`config.mk`:
```
export PLATFORM = sky130hd
export DESIGN_NAME = uart_rx_deserializer
export DESIGN_NICKNAME = d
export VERILOG_FILES = /design/src/rtl/uart_rx_deserializer.sv
export SDC_FILE = /design/constraint.sdc
export NUM_CORES = 1
export LEC_CHECK = 0
export CAP_MARGIN = 20
export CELL_PAD_IN_SITES_DETAIL_PLACEMENT = 1
export CELL_PAD_IN_SITES_GLOBAL_PLACEMENT = 2
export CORE_MARGIN = 2
export CORE_UTILIZATION = 38
export DETAILED_ROUTE_END_ITERATION = 7
export PLACE_DENSITY_LB_ADDON = 0.1
export RECOVER_POWER = 100
export SLEW_MARGIN = 20
export SYNTH_ARGS = -nofsm -noshare
export SYNTH_HDL_FRONTEND = slang
export SYNTH_SLANG_ARGS = --single-unit
```
`constraint.sdc`:
```
create_clock -name i_clk -period 3.4 [get_ports i_clk]
set_clock_uncertainty 0.1 [all_clocks]
set_input_delay 0.68 -clock i_clk [delete_from_list [all_inputs] [get_ports i_clk]]
set_output_delay 0.68 -clock i_clk [all_outputs]
set_load 0.05 [all_outputs]
```
`src/rtl/uart_rx_deserializer.sv`:
```
// UART receive front end: synchronises the asynchronous RX pin and recovers
// 8N1 frames by mid-bit sampling. Each good byte is presented as a one-cycle
// strobe on o_valid. A stop bit sampled low is reported as a one-cycle
// o_frame_error strobe instead.
module uart_rx_deserializer #(
  parameter int CLKS_PER_BIT = 139
) (
  input  logic       i_clk,
  input  logic       i_reset,
  input  logic       i_rx_unsafe,
  output logic [7:0] o_data,
  output logic       o_valid,
  output logic       o_frame_error,
  output logic       o_busy
);

  localparam int H  = (CLKS_PER_BIT - 1) / 2;
  localparam int CW = $clog2(CLKS_PER_BIT);

  // Terminal counts: the cycle counter starts at 0 on the cycle after a
  // state entry, so the sample lands on count N-1.
  localparam logic [CW-1:0] HALF_LAST = CW'(H - 1);
  localparam logic [CW-1:0] BIT_LAST  = CW'(CLKS_PER_BIT - 1);

  localparam logic [2:0] ST_IDLE      = 3'd0;
  localparam logic [2:0] ST_START     = 3'd1;
  localparam logic [2:0] ST_DATA      = 3'd2;
  localparam logic [2:0] ST_STOP      = 3'd3;
  localparam logic [2:0] ST_WAIT_HIGH = 3'd4;

  logic          meta_q, meta_d;
  logic          rx_s_q, rx_s_d;
  logic [2:0]    state_q, state_d;
  logic [CW-1:0] cyc_q, cyc_d;
  logic [2:0]    bit_q, bit_d;
  logic [7:0]    shift_q, shift_d;
  logic [7:0]    data_q, data_d;
  logic          valid_q, valid_d;
  logic          ferr_q, ferr_d;

  // Next-state logic: synchroniser chain, frame FSM, counters and shifter.
  always_comb begin
    meta_d  = i_rx_unsafe;
    rx_s_d  = meta_q;
    state_d = state_q;
    cyc_d   = cyc_q;
    bit_d   = bit_q;
    shift_d = shift_q;
    data_d  = data_q;
    valid_d = 1'b0;
    ferr_d  = 1'b0;

    case (state_q)
      ST_IDLE: begin
        if (!rx_s_q) begin
          state_d = ST_START;
          cyc_d   = '0;
        end
      end

      ST_START: begin
        if (cyc_q == HALF_LAST) begin
          if (!rx_s_q) begin
            state_d = ST_DATA;
            cyc_d   = '0;
            bit_d   = 3'd0;
          end else begin
            // Line went back high before mid start bit: false start.
            state_d = ST_IDLE;
          end
        end else begin
          cyc_d = cyc_q + CW'(1);
        end
      end

      ST_DATA: begin
        if (cyc_q == BIT_LAST) begin
          cyc_d   = '0;
          shift_d = {rx_s_q, shift_q[7:1]};
          if (bit_q == 3'd7) begin
            state_d = ST_STOP;
            bit_d   = 3'd0;
          end else begin
            bit_d = bit_q + 3'd1;
          end
        end else begin
          cyc_d = cyc_q + CW'(1);
        end
      end

      ST_STOP: begin
        if (cyc_q == BIT_LAST) begin
          cyc_d = '0;
          if (rx_s_q) begin
            // Returning to IDLE at mid stop bit leaves half a bit of slack
            // for a back-to-back start edge.
            data_d  = shift_q;
            valid_d = 1'b1;
            state_d = ST_IDLE;
          end else begin
            ferr_d  = 1'b1;
            state_d = ST_WAIT_HIGH;
          end
        end else begin
          cyc_d = cyc_q + CW'(1);
        end
      end

      ST_WAIT_HIGH: begin
        // A held-low (break) line must not be decoded as repeated frames.
        if (rx_s_q) begin
          state_d = ST_IDLE;
        end
      end

      default: begin
        state_d = ST_IDLE;
      end
    endcase
  end

  // State registers with synchronous reset; synchroniser resets to idle-high.
  always_ff @(posedge i_clk) begin
    if (i_reset) begin
      meta_q  <= 1'b1;
      rx_s_q  <= 1'b1;
      state_q <= ST_IDLE;
      cyc_q   <= '0;
      bit_q   <= 3'd0;
      shift_q <= 8'h00;
      data_q  <= 8'h00;
      valid_q <= 1'b0;
      ferr_q  <= 1'b0;
    end else begin
      meta_q  <= meta_d;
      rx_s_q  <= rx_s_d;
      state_q <= state_d;
      cyc_q   <= cyc_d;
      bit_q   <= bit_d;
      shift_q <= shift_d;
      data_q  <= data_d;
      valid_q <= valid_d;
      ferr_q  <= ferr_d;
    end
  end

  assign o_data        = data_q;
  assign o_valid       = valid_q;
  assign o_frame_error = ferr_q;
  assign o_busy        = (state_q != ST_IDLE);

endmodule

```
Word-level counts from Yosys, hierarchy flattened
Index checks and enable logic that the tools add are counted.
Word-level totals
  bits in registers: 34
  bits of input ports: 3
  word-level logic and storage cells: 57
  output and inout bits: 11
Operators by class
  muxes and demuxes: 20
  reduce and logical (&&, ||, !) cells: 10
  eq/ne operators: 14
  $add $sub $neg: 2
  bitwise logic cells: 2
Operators with widths (number)
  3-bit two-way mux: 11
  8-bit two-way mux: 3
  8-bit case mux with 3 select lines: 1
  3-bit case mux with 5 select lines: 1
  2-bit inequality test, second input constant: 7
  8-bit by 1-bit adder with 8-bit output, second input constant: 1
  8-bit by 7-bit == test with 1-bit output, second input constant: 1
  8-bit == test, second input constant: 1
  3-bit by 2-bit == test with 1-bit output, second input constant: 2
  3-bit == test, second input constant: 2
  3-bit case mux with 2 select lines: 1
  6-bit AND reduction: 1
  3-bit nonzero test: 2
  4-bit AND reduction: 1
  3-bit by 1-bit adder with 3-bit output, second input constant: 1
  3-bit by 1-bit == test with 1-bit output, second input constant: 1
  3-bit logical NOT: 1
  3-bit AND reduction: 1
  3-bit OR reduction: 1
  1-bit two-way mux: 2
  2-bit two-way mux: 1
  1-bit inverter: 2
  2-bit AND reduction: 1
  2-bit nonzero test: 1
  2-bit OR reduction: 1

Longest topological paths before layout
  depth in word-level cells: 4
  mapped depth: 7
  mapped depth without buffers: 6

Least setup slack after synthesis
OpenSTA, ideal clock, no wires.
  path kind: flip-flop to output port
  from: register state_q[2]
  to: output port o_busy
  required time: 2.620 ns
  path buffers: 1
  setup slack: 1.531 ns
  arrival time: 1.089 ns
  stages on the path, launching flop included: 3
  cells stage by stage: dfxtp_1 clkbuf_1 or3_1
Between the ends
  word-level cells in the longest chain between the ends: 1
RTL lines
  start: declaration: line 33  | logic [2:0] state_q, state_d;
  start signal: assignment: line 137  | state_q <= state_d;
  3-bit nonzero test: line 150  | assign o_busy = (state_q != ST_IDLE);
  end: declaration: line 14  | output logic o_busy
No other way between the ends.

Worst setup path after layout
  from: register cyc_q[0]
  to: register cyc_q[2]
Between the ends
  word-level cells in the longest chain between the ends: 3
  elaborated cells on any way between the ends: 6
  classes of those cells: add/sub: 1; eq/ne: 2; mux: 3
RTL lines
  start: declaration: line 34  | logic [CW-1:0] cyc_q, cyc_d;
  start signal: assignment: line 138  | cyc_q <= cyc_d;
  8-bit by 1-bit adder with 8-bit output, or another cell as far along: line 72, 87, 105
  8-bit two-way mux (on tied branches): line 77, 92, 62
  8-bit case mux with 3 select lines *: line 53  | case (state_q)
Every way passes the cells marked *; elsewhere a longest branch is shown, timed or not.
A chain may end at the register's enable or synchronous reset.

==> impl_metrics.py <==
metrics = {
    "yosys": {
        "synth_nets": 186,
        "netlist_top_cells_count": "dfxtp_1 (34), nor2_1 (24), mux2i_1 (16), inv_1 (13), nand3_1 (8)",
        "yosys.area.top_type": "dfxtp_1",
        "synth_async_sr_flop_share_pct": 0,
        "synth_area_leaders": "dfxtp_1 (41%), mux2i_1 (9.7%), nor2_1 (5.4%)",
        "syn_area_per_cell_um2": 9.31,
        "synth_edf_count": 0,
        "synth.most_common_cell": "dfxtp_1",
        "ys_ff_latch": 34,
        "yosysTopAreaCellShare_pct": 41.1,
        "synth.distinct_cells": 42,
        "ys.flop_type": "dfxtp_1",
        "synth_cells": 178,
        "synth_seq_area_share_pct": 41.1,
        "synthesis.area_mm2": 0.00166,
        "ys_warn_count": 0,
    },
    "timing": {
        "period_share_pct": 82.4,
        "worstMarginPinSlew_ps": 1300,
        "maxSlewViolCount": 0,
        "finalCriticalPeriod_ps": 2800,
        "finalSetupViolations": 0,
        "slew_headroom_pct": 12.7,
        "hold_viol": 0,
        "rsz0062_at_grt": "false",
        "tns_ps": 0,
        "max_freq_ghz": 0.357,
    },
    "die": {
        "initial_core_util_pct": 38.9,
        "core-area_mm2": 0.00426,
        "die_h_um": 70.1,
        "io_pins": 14,
        "rows": 24,
        "die-width_um": 70.1,
        "die-area_mm2": 0.00491,
    },
    "clock_network": {
        "cts_setup_buffers": 0,
        "clk_latency_ps": 280,
        "cts_tree": "yes",
        "cts_sinks": 34,
        "cts.repair.resized": 0,
        "root_buffer": "clkbuf_8",
        "h-tree-depth": 2,
        "ctsLongestPathBuffers": 2,
        "cts-buffers-inserted": 5,
        "hold_buffers": 0,
        "clk_pin_slew_ps": 70,
    },
    "routing": {
        "vias": 1294,
        "drt-initial-drc-count": 44,
        "wl_per_cell_um": 15.6,
        "firstDrtPassIters": 4,
        "avgViaCountPerCell": 5.35,
        "routed_wl_um": 3780,
        "ant_nets": 0,
        "drcViolationCount": 0,
    },
    "min_path": {
        "hp-class": "register to register",
        "hp-start": "meta_q$_SDFF_PP1_",
    },
    "worst_setup_path": {
        "worstSetupPathType": "register to register",
        "crit_path_end_kind": "register",
        "start_kind": "register",
        "worstPathRequired_ps": 3490,
        "cp_max_fo": 11,
        "crit_arrival_ps": 2890,
        "r2r-start": "cyc_q[0]$_SDFFE_PP0P_",
        "timing.critical_path.from": "cyc_q[0]$_SDFFE_PP0P_",
    },
    "global_route": {
        "antenna_found_initial": 0,
        "grt_pass1_wl_um": 6670,
        "grt_pass1_vias": 1397,
        "grt_max_degree": 23,
        "grt_overflow": 0,
        "grt_util_all_layers_pct": 16.9,
    },
    "final_layout": {
        "nNetsFinal": 197,
        "n_antenna_cell": 0,
        "n_fill_cell": 502,
        "utilization_pct": 44.0,
        "area_growth_pct": 13.3,
        "drive_above_1_share_pct": 7.37,
        "design_area_mm2": 0.00188,
    },
    "power_and_ir_drop": {
        "power_per_cell_area_mw_per_mm2": 412,
        "total_power_mw": 0.774,
        "leakagePower_nw": 0.813,
        "ir_drop_v": 0.000217,
    },
    "placement": {
        "placed_area_mm2": 0.00181,
        "dp.final_hpwl_um": 2660,
        "portBuffers": 13,
        "gp_congestion": 0.766,
    },
    "run": {
        "cap_violations": 0,
    },
    "outcome": {
        "status": "completed",
    },
}
-- final cells by class --
class	instances	area [µm²]	share of cell area (%)
Clock buffer	7	86.3	4.60
Clock inverter	1	5.00	0.266
Timing Repair Buffer	14	134	7.13
Inverter	13	48.8	2.60
Sequential cell	34	681	36.2
Tap cell	52	65.1	3.46
Multi-Input combinational cell	121	858	45.7
-- critical path: stages, from the launching register on --
cell	delay (ps)
dfxtp_1	440
inv_1	130
ha_1	210
and4bb_1	260
a21boi_0	1030
o21ai_1	280
o221ai_1	260
-- placed cells by master, fill, tap and decap left out, drive strengths merged, types with 3 or more instances in the layout --
cell          n
or2           4
o2111ai       4
nand4         3
o31a          3
nand2         3
a21boi        5
o211ai        5
dfxtp        34
nor2         24
inv          13
dlygate4sd3  12
clkbuf        8
ha            5
o22ai         3
a21oi         7
o21ai         5
nand3         8
mux2i        16
-- path summary, 6_finish.rpt --
path	end	slack (ps)	depth (start not counted)
min	rx_s_q$_SDFF_PP1_	330	1
max reg2reg	cyc_q[2]$_SDFFE_PP0P_	600	6
min reg2reg	rx_s_q$_SDFF_PP1_	330	1
max	cyc_q[2]$_SDFFE_PP0P_	600	6
-- per-layer routing --
metal	global-route usage, %	wire [µm]
met1	22.3	1910
met2	28.4	1730
met3	2.74	94
met4	5.13	48
met5	0	0
-- state kept, by name, indices dropped and copies added, names as in the netlist --
signal	cells
o_data	8
shift_q	8
cyc_q	8
o_frame_error	1
meta_q	1
o_valid	1
bit_q	3
rx_s_q	1
state_q	3
-- report_power, final --
group          total [mW]  internal (mW)  switching, mW  leakage, nW
Sequential          0.419          0.405         0.0142        0.275
Clock               0.304          0.163          0.141       0.0482
Combinational      0.0510         0.0218         0.0291        0.490
Total               0.774          0.590          0.184        0.813
-- cell families after synthesis --
logic type      after synthesis  synth area share, %
compound gates               38                 16.1
xor+xnor                      1                0.528
fa+ha+maj                     5                 3.77
buf+inv                      23                 6.04
flops                        34                 41.1
mux                          16                 9.66
simple gates                 61                 22.9
-- through the flow --
step	cells	setup WS [ps]	hold slack, ps
after global routing	242	373	334
after global placement	234	1040	300
after floorplan	178	1530	289
after detailed placement	234	880	310
after CTS	242	739	331
final	242	600	327
(Power assumes the default switching activity.)
